<file path="src/rtl/mem_access_scheduler_if.sv">
// Requester and RAM-side signals of the memory access scheduler.
// The scheduler takes the slave modport and the requesters/RAM the master.
interface mem_access_scheduler_if #(
    parameter int ADDR_W = 16
);
    logic              if_req;
    logic [31:0]       if_addr;
    logic              if_ack;
    logic [31:0]       if_rdata;
    logic              d_req;
    logic              d_we;
    logic [31:0]       d_addr;
    logic [31:0]       d_wdata;
    logic              d_ack;
    logic              d_err;
    logic [31:0]       d_rdata;
    logic              ram_en;
    logic              ram_we;
    logic [ADDR_W-1:0] ram_addr;
    logic [31:0]       ram_wdata;
    logic [31:0]       ram_rdata;
    logic              busy;

    modport master (
        output if_req, if_addr, d_req, d_we, d_addr, d_wdata, ram_rdata,
        input  if_ack, if_rdata, d_ack, d_err, d_rdata,
               ram_en, ram_we, ram_addr, ram_wdata, busy
    );

    modport slave (
        input  if_req, if_addr, d_req, d_we, d_addr, d_wdata, ram_rdata,
        output if_ack, if_rdata, d_ack, d_err, d_rdata,
               ram_en, ram_we, ram_addr, ram_wdata, busy
    );
endinterface

</file>
<file path="src/rtl/mem_access_scheduler.sv">
// Shares a single-port RAM between instruction fetch and the data port.
// Data has priority; a streak limit guarantees fetch progress.
module mem_access_scheduler #(
    parameter int RAM_LAT    = 1,
    parameter int ADDR_W     = 16,
    parameter int MAX_STREAK = 4
) (
    input logic                  clk,
    input logic                  reset,
    mem_access_scheduler_if.slave bus
);
    localparam logic [1:0] S_IDLE  = 2'd0;
    localparam logic [1:0] S_ISSUE = 2'd1;
    localparam logic [1:0] S_WAIT  = 2'd2;
    localparam logic [1:0] S_DONE  = 2'd3;

    logic [1:0]        state;
    logic              own_d;
    logic              we_q;
    logic              err_q;
    logic [ADDR_W-1:0] addr_q;
    logic [31:0]       wdata_q;
    logic [31:0]       if_rdata_q;
    logic [31:0]       d_rdata_q;
    logic [3:0]        cnt;
    logic [3:0]        streak;

    logic grant_d;
    logic oor;

    // Fetch only overtakes data once data has won MAX_STREAK times in a row.
    assign grant_d = bus.d_req && !(bus.if_req && streak == 4'(MAX_STREAK));
    assign oor     = (bus.d_addr >> ADDR_W) != 32'd0;

    always_ff @(posedge clk) begin
        if (reset) begin
            state      <= S_IDLE;
            own_d      <= 1'b0;
            we_q       <= 1'b0;
            err_q      <= 1'b0;
            addr_q     <= '0;
            wdata_q    <= '0;
            if_rdata_q <= '0;
            d_rdata_q  <= '0;
            cnt        <= '0;
            streak     <= '0;
        end else begin
            case (state)
                S_IDLE: begin
                    if (bus.if_req || bus.d_req) begin
                        own_d <= grant_d;
                        if (grant_d) begin
                            addr_q  <= bus.d_addr[ADDR_W-1:0];
                            we_q    <= bus.d_we;
                            wdata_q <= bus.d_wdata;
                            err_q   <= oor;
                            streak  <= !bus.if_req ? 4'd0 :
                                       (streak == 4'(MAX_STREAK)) ? streak : streak + 4'd1;
                            state   <= oor ? S_DONE : S_ISSUE;
                        end else begin
                            addr_q  <= bus.if_addr[ADDR_W-1:0];
                            we_q    <= 1'b0;
                            wdata_q <= '0;
                            err_q   <= 1'b0;
                            streak  <= '0;
                            state   <= S_ISSUE;
                        end
                    end
                end
                S_ISSUE: begin
                    cnt   <= 4'(RAM_LAT);
                    state <= we_q ? S_DONE : S_WAIT;
                end
                S_WAIT: begin
                    cnt <= cnt - 4'd1;
                    // Last wait cycle: RAM data is valid now.
                    if (cnt == 4'd1) begin
                        if (own_d) d_rdata_q  <= bus.ram_rdata;
                        else       if_rdata_q <= bus.ram_rdata;
                        state <= S_DONE;
                    end
                end
                default: state <= S_IDLE;
            endcase
        end
    end

    assign bus.ram_en    = (state == S_ISSUE);
    assign bus.ram_we    = bus.ram_en && we_q;
    assign bus.ram_addr  = bus.ram_en ? addr_q : '0;
    assign bus.ram_wdata = bus.ram_en ? wdata_q : '0;
    assign bus.if_ack    = (state == S_DONE) && !own_d;
    assign bus.d_ack     = (state == S_DONE) && own_d;
    assign bus.d_err     = (state == S_DONE) && own_d && err_q;
    assign bus.if_rdata  = if_rdata_q;
    assign bus.d_rdata   = d_rdata_q;
    assign bus.busy      = (state != S_IDLE);
endmodule

</file>
<file path="src/flat_wrapper.sv">
// flat-port wrapper written by rule: the top's interface ports become plain ports
module mem_access_scheduler_flat 
#(
    parameter int RAM_LAT    = 1,
    parameter int ADDR_W     = 16,
    parameter int MAX_STREAK = 4
)
  (clk, reset, bus_if_req, bus_if_addr, bus_d_req, bus_d_we, bus_d_addr, bus_d_wdata, bus_ram_rdata, bus_if_ack, bus_if_rdata, bus_d_ack, bus_d_err, bus_d_rdata, bus_ram_en, bus_ram_we, bus_ram_addr, bus_ram_wdata, bus_busy);
  mem_access_scheduler_if #(.ADDR_W(ADDR_W)) bus_i ();
  input logic clk;
  input logic reset;
  input wire logic [$bits(bus_i.if_req)-1:0] bus_if_req;
  input wire logic [$bits(bus_i.if_addr)-1:0] bus_if_addr;
  input wire logic [$bits(bus_i.d_req)-1:0] bus_d_req;
  input wire logic [$bits(bus_i.d_we)-1:0] bus_d_we;
  input wire logic [$bits(bus_i.d_addr)-1:0] bus_d_addr;
  input wire logic [$bits(bus_i.d_wdata)-1:0] bus_d_wdata;
  input wire logic [$bits(bus_i.ram_rdata)-1:0] bus_ram_rdata;
  output wire logic [$bits(bus_i.if_ack)-1:0] bus_if_ack;
  output wire logic [$bits(bus_i.if_rdata)-1:0] bus_if_rdata;
  output wire logic [$bits(bus_i.d_ack)-1:0] bus_d_ack;
  output wire logic [$bits(bus_i.d_err)-1:0] bus_d_err;
  output wire logic [$bits(bus_i.d_rdata)-1:0] bus_d_rdata;
  output wire logic [$bits(bus_i.ram_en)-1:0] bus_ram_en;
  output wire logic [$bits(bus_i.ram_we)-1:0] bus_ram_we;
  output wire logic [$bits(bus_i.ram_addr)-1:0] bus_ram_addr;
  output wire logic [$bits(bus_i.ram_wdata)-1:0] bus_ram_wdata;
  output wire logic [$bits(bus_i.busy)-1:0] bus_busy;
  assign bus_i.if_req = bus_if_req;
  assign bus_i.if_addr = bus_if_addr;
  assign bus_i.d_req = bus_d_req;
  assign bus_i.d_we = bus_d_we;
  assign bus_i.d_addr = bus_d_addr;
  assign bus_i.d_wdata = bus_d_wdata;
  assign bus_i.ram_rdata = bus_ram_rdata;
  assign bus_if_ack = bus_i.if_ack;
  assign bus_if_rdata = bus_i.if_rdata;
  assign bus_d_ack = bus_i.d_ack;
  assign bus_d_err = bus_i.d_err;
  assign bus_d_rdata = bus_i.d_rdata;
  assign bus_ram_en = bus_i.ram_en;
  assign bus_ram_we = bus_i.ram_we;
  assign bus_ram_addr = bus_i.ram_addr;
  assign bus_ram_wdata = bus_i.ram_wdata;
  assign bus_busy = bus_i.busy;
  mem_access_scheduler #(.RAM_LAT(RAM_LAT), .ADDR_W(ADDR_W), .MAX_STREAK(MAX_STREAK)) u_core (.clk(clk), .reset(reset), .bus(bus_i));
endmodule
</file>
<file path="config.mk">
export PLATFORM = sky130hd
export DESIGN_NAME = mem_access_scheduler_flat
export DESIGN_NICKNAME = d
export VERILOG_FILES = /design/src/rtl/mem_access_scheduler_if.sv /design/src/rtl/mem_access_scheduler.sv /design/src/flat_wrapper.sv
export SDC_FILE = /design/constraint.sdc
export NUM_CORES = 1
export LEC_CHECK = 0
export ABC_AREA = 1
export ABC_CLOCK_PERIOD_IN_PS = 2050
export BUFFER_PORTS_ARGS = -buffer_cell sky130_fd_sc_hd__buf_2
export CORE_MARGIN = 8
export CORE_UTILIZATION = 45
export CTS_BUF_LIST = sky130_fd_sc_hd__clkbuf_8
export DETAILED_ROUTE_END_ITERATION = 10
export GPL_TIMING_DRIVEN = 0
export MAX_ROUTING_LAYER = met4
export PLACE_DENSITY = 0.76
export RECOVER_POWER = 50
export SYNTH_ARGS = -nofsm -noshare
export SYNTH_HDL_FRONTEND = slang
export SYNTH_SLANG_ARGS = --single-unit
</file>
<file path="constraint.sdc">
create_clock -name clk -period 2.05 [get_ports clk]
set_input_delay 0.3075 -clock clk [delete_from_list [all_inputs] [get_ports clk]]
set_output_delay 0.3075 -clock clk [all_outputs]
set_load 0.005 [all_outputs]
</file>
-- Word-level counts from Yosys, hierarchy flattened
Index checks and enable logic that the tools add are counted.
Widths: inputs -> output; s select.
- register bits: 125
- output and inout bits: 118
- word-level logic and storage cells: 55
- $add $sub $neg: 2
- eq/ne operators: 8
- mux-type cells: 16
- bitwise gates (word level): 1
- reductions and logical operators: 18
- operator list (kind ; number):
    $mux 32 ; 2
    $mux 16 ; 2
    $reduce_bool 32->1 ; 1
    $mux 4 ; 3
    $reduce_and 3->1 ; 3
    $mux 2 ; 4
    $pmux 4 s2 ; 1
    $logic_and 1x1->1 ; 6
    $pmux 2 s3 ; 1
    $add 4x1->4 const B ; 1
    $eq 2x2->1 const B ; 2
    $eq 4x1->1 const B ; 1
    $eq 4x3->1 const B ; 1
    $ne 2x1->1 const B ; 2
    $reduce_and 2->1 ; 2
    $reduce_bool 2->1 ; 2
    $sub 4x1->4 const B ; 1
    $mux 1 ; 3
    $ne 3x3->1 const B ; 1
    $eq 2x1->1 const B ; 1
    $logic_not 1->1 ; 2
    $logic_not 2->1 ; 1
    $logic_or 1x1->1 ; 1
    $not 1->1 ; 1

-- Logic depth before layout (Yosys ltp)
- depth in word-level cells: 7
- depth in mapped cells: 11
- mapped depth without buffers: 10

-- Worst setup path after synthesis
Ideal clock, no wire load.
- kind: reg2out
- from: register u_core.state[1]
- to: output bus_ram_addr[0]
- arrival: 1347 ps
- setup slack: 395 ps
- cell stages (with the launch flop): 7
- cell sequence: dfxtp_1 inv_1 ha_1 clkbuf_1 buf_1 nand2_1 inv_1
- cells in the longest elaborated chain, start to end: 2
- ends and longest elaborated chain (what ; line ; source):
    start: declaration ; mem_access_scheduler.sv:17 ; logic [1:0] state;
    start signal: assignment ; mem_access_scheduler.sv:59 ; state <= oor ? S_DONE : S_ISSUE;
    start signal: assignment ; mem_access_scheduler.sv:72 ; state <= we_q ? S_DONE : S_WAIT;
    $eq 2x1->1 ; mem_access_scheduler.sv:88 ; assign bus.ram_en = (state == S_ISSUE);
    net bus_ram_en ; flat_wrapper.sv:24 ; output wire logic [$bits(bus_i.ram_en)-1:0] bus_ram_en;
    $mux 16 ; mem_access_scheduler.sv:90 ; assign bus.ram_addr = bus.ram_en ? addr_q : '0;
    end: declaration ; flat_wrapper.sv:26 ; output wire logic [$bits(bus_i.ram_addr)-1:0] bus_ram_addr;
The timed path passes the listed nets, and every way through them passes these cells.

-- Worst setup path after layout
- from: register u_core.state[1]
- to: output bus_ram_addr[2]
- cells in the longest elaborated chain, start to end: 2
- ends and longest elaborated chain (what ; line):
    $eq 2x1->1 ; mem_access_scheduler.sv:88
    $mux 16 ; mem_access_scheduler.sv:90
No other way between the ends.

==> metrics <==
sum of overflow across all layers after global routing=0; fraction of layout cells with a size suffix above 1=0.235; post-layout instance count excluding filler cells=1156; mean area per synthesized cell=7.15 um2; outcome=complete, no violations; DR vias/cell=4.83; time the worst path needs with I/O delays and setup=1950 ps; FF-to-FF Start=u_core.cnt[0]; Critical Path Start=u_core.state[1]; power per cell area=1080 nW/um2; cell with the largest stage delay on the worst path=sky130_fd_sc_hd__dfxtp_2; RSZ-0062 raised after global routing=false; post-CTS setup buffer count=0; Crit. End Element=primary output; share of power burned in the clock network=0.302; fraction of registers with async set/reset=0; most frequent standard cell in the layout excluding fill and tap cells=sky130_fd_sc_hd__buf_2; number of inserted diodes=0; cells along the critical path=inv_2 > ha_4 > clkbuf_8 > buf_6 > nand2_1 > inv_1 > buf_2; GP Congestion=0.814; Placed Instance Area=6690 um2; R2R cell count=7; critical path's largest stage delay=350 ps; category of the most critical setup path=reg2out; core outline area=11500 um2; number of rows in the core area=39; Mapped Cells=747; Post-CTS Hold Fix Bufs=0; Longest Clk Path Bufs=2; count of pins over their slew limit=0; H-tree Lvls=4; Worst setup SP type=flop; worst-case register-to-register setup slack=190 ps; fraction of the yosys area taken by sequential cells=0.469; wire length per cell=14.1 um; area fraction of the dominant cell type after synthesis=0.469; total leakage power=3.57 nW; predominant post-synthesis flop cell=sky130_fd_sc_hd__dfxtp_1; Sw Pwr=0.00266 W; number of placed instances with taps included=1124; maximum number of pins on one net before global-route repair=17; path class of the lowest-slack min-delay path=in2reg; achievable frequency=0.513 GHz; clock skew=12.8 ps; wire length of the first global-routing pass=26300 um; IR Drop Worst-Case VDD=0.600 mV; TNS Setup=0 ps; leading post-synthesis cells by cell area=sky130_fd_sc_hd__dfxtp_1 47%, sky130_fd_sc_hd__nand2_1 9.7%, sky130_fd_sc_hd__inv_1 8.2%; final critical-path share of the clock period=0.950; Reg clk slew, reported paths=80 ps; final antenna-violating net count=0; headroom to the max-slew limit=0.685; clock sink total=125; commonest cells after routing, fill and taps aside=178 x sky130_fd_sc_hd__buf_2, 138 x sky130_fd_sc_hd__nand2_1, 123 x sky130_fd_sc_hd__dfxtp_1, 116 x sky130_fd_sc_hd__inv_1; Tightest Pin Transition=473 ps; final hold violation count=0; Setup-failing EPs final=0; number of enable flip-flop cells after synthesis=0; DRC violation count after routing=0; number of library cell types mapped by synthesis=24; CP Data Required Time=1740 ps; Post-Syn Area=5340 um2; Nets=1143; first-pass detailed-route iteration total=5; Starting Density=0.463; Yosys warnings=0; Skew-Pair Late Insertion Delay=430 ps; final wirelength=16300 um; Internal Power=0.00501 W; Syn-to-layout area delta=32.7%; GRT Resource Usage Total=0.213; Die Height=125 um; register share of total power=0.393; share of power burned in combinational logic=0.305; CTS root buffer=sky130_fd_sc_hd__clkbuf_8; number of buffers added by the clock tree synthesis step=17; number of antenna violations at the first check in global routing=0; hold path startpoint=bus_d_wdata[27]; cell depth of the worst min-delay path=3; number of synthesized register bits=125; share of total power consumed by net switching=0.347; number of global-route vias before repair=5409; chip width=125 um; highest net fanout along the worst path=10; post-detail-place hpwl=12600 um; Die Area=15600 um2; total nets after synthesis=890; Yosys top cell by area=sky130_fd_sc_hd__dfxtp_1; via count=5587; Iter 0 DRT Violations=418; Port Buffers=234; # Max-Cap Violations=0; number of I/O pins=251; CTS tree=done; Worst EP arrival=1640 ps; Post-Layout Inst Area=7080 um2
-- power by group through the flow --
stage               logic, W  clock network [W]  registers (W)
global placement     0.00227                  0        0.00304
finish               0.00234            0.00232        0.00301
CTS                  0.00238            0.00237        0.00300
global route         0.00263            0.00248        0.00306
floorplan            0.00151                  0        0.00302
detailed placement   0.00230                  0        0.00305
-- synth_stat cells, types with 3 or more instances --
library cell / instances
sky130_fd_sc_hd__buf_4: 5
sky130_fd_sc_hd__buf_2: 8
sky130_fd_sc_hd__o211ai_1: 16
sky130_fd_sc_hd__nand3_1: 52
sky130_fd_sc_hd__xor2_1: 3
sky130_fd_sc_hd__nand4_1: 3
sky130_fd_sc_hd__nand2_1: 138
sky130_fd_sc_hd__nor2_1: 85
sky130_fd_sc_hd__dfxtp_1: 125
sky130_fd_sc_hd__inv_2: 5
sky130_fd_sc_hd__buf_6: 4
sky130_fd_sc_hd__a21oi_1: 73
sky130_fd_sc_hd__inv_1: 116
sky130_fd_sc_hd__o21ai_0: 68
sky130_fd_sc_hd__clkbuf_1: 27
sky130_fd_sc_hd__ha_1: 10
-- critical path: cells and delay by family, from the launching register on --
family,cells,cell delay (ps)
flip-flops,1,350
AND/OR/NAND/NOR,1,60
adder cells (fa/ha/maj),1,180
buffers and inverters,5,610
-- area by class of cell --
class	instances	area [um2]
clock buffer	20	275
timing repair buffer	234	1090
tap	143	179
multi-input combinational	455	2160
buffer	46	256
fill	1154	4430
sequential	125	2500
inverter	121	454
clock inverter	12	158
-- kinds of logic (layout without fill, tap and decap cells) --
family	after synthesis	after routing	synth area share
compound gates	160	160	0.160
xor+xnor	3	3	0.00492
fa+ha+maj	10	10	0.0234
buf+inv	167	433	0.128
flops	125	125	0.469
simple gates	282	282	0.214
-- registers in the layout, indices dropped and copies added, names as in the netlist --
signal,cells
u_core.addr_q,16
u_core.bus.d_rdata,32
u_core.bus.if_rdata,32
u_core.cnt,4
u_core.err_q,1
u_core.own_d,1
u_core.state,2
u_core.streak,4
u_core.wdata_q,32
u_core.we_q,1
-- metal layers --
| layer | vias to the layer above | part of all wire | track usage |
|---|---|---|---|
| met3 | 19 | 0.087 | 0.0693 |
| met2 | 249 | 0.45 | 0.331 |
| met1 | 2463 | 0.44 | 0.250 |
| li1 | 2856 | - | - |
| met4 | 0 | 0.018 | 0.0817 |
| met5 | - | 0 | - |
-- worst paths after layout --
path / end
hold reg to reg: u_core.bus.d_rdata[15]
setup reg to reg: u_core.bus.d_rdata[20]
setup / recovery: bus_ram_addr[2]
hold / removal: u_core.wdata_q[27]
-- repair_timing --
action / in CTS / in global routing
resized for setup: 14 / 4
setup endpoints to repair: 48 / 39
pin swaps: 0 / 0
-- metrics by stage --
step	setup WS, ps	util	hold WS [ps]	power [W]
2_1_floorplan	395	-	440	0.00453
5_1_grt	3.87	0.615	101	0.00817
3_5_place_dp	-176	0.581	435	0.00535
3_3_place_gp	-146	0.581	430	0.00531
6_report	102	0.615	130	0.00767
4_1_cts	15.2	0.622	94.9	0.00776
No activity file was read; power rests on OpenSTA's default activity.
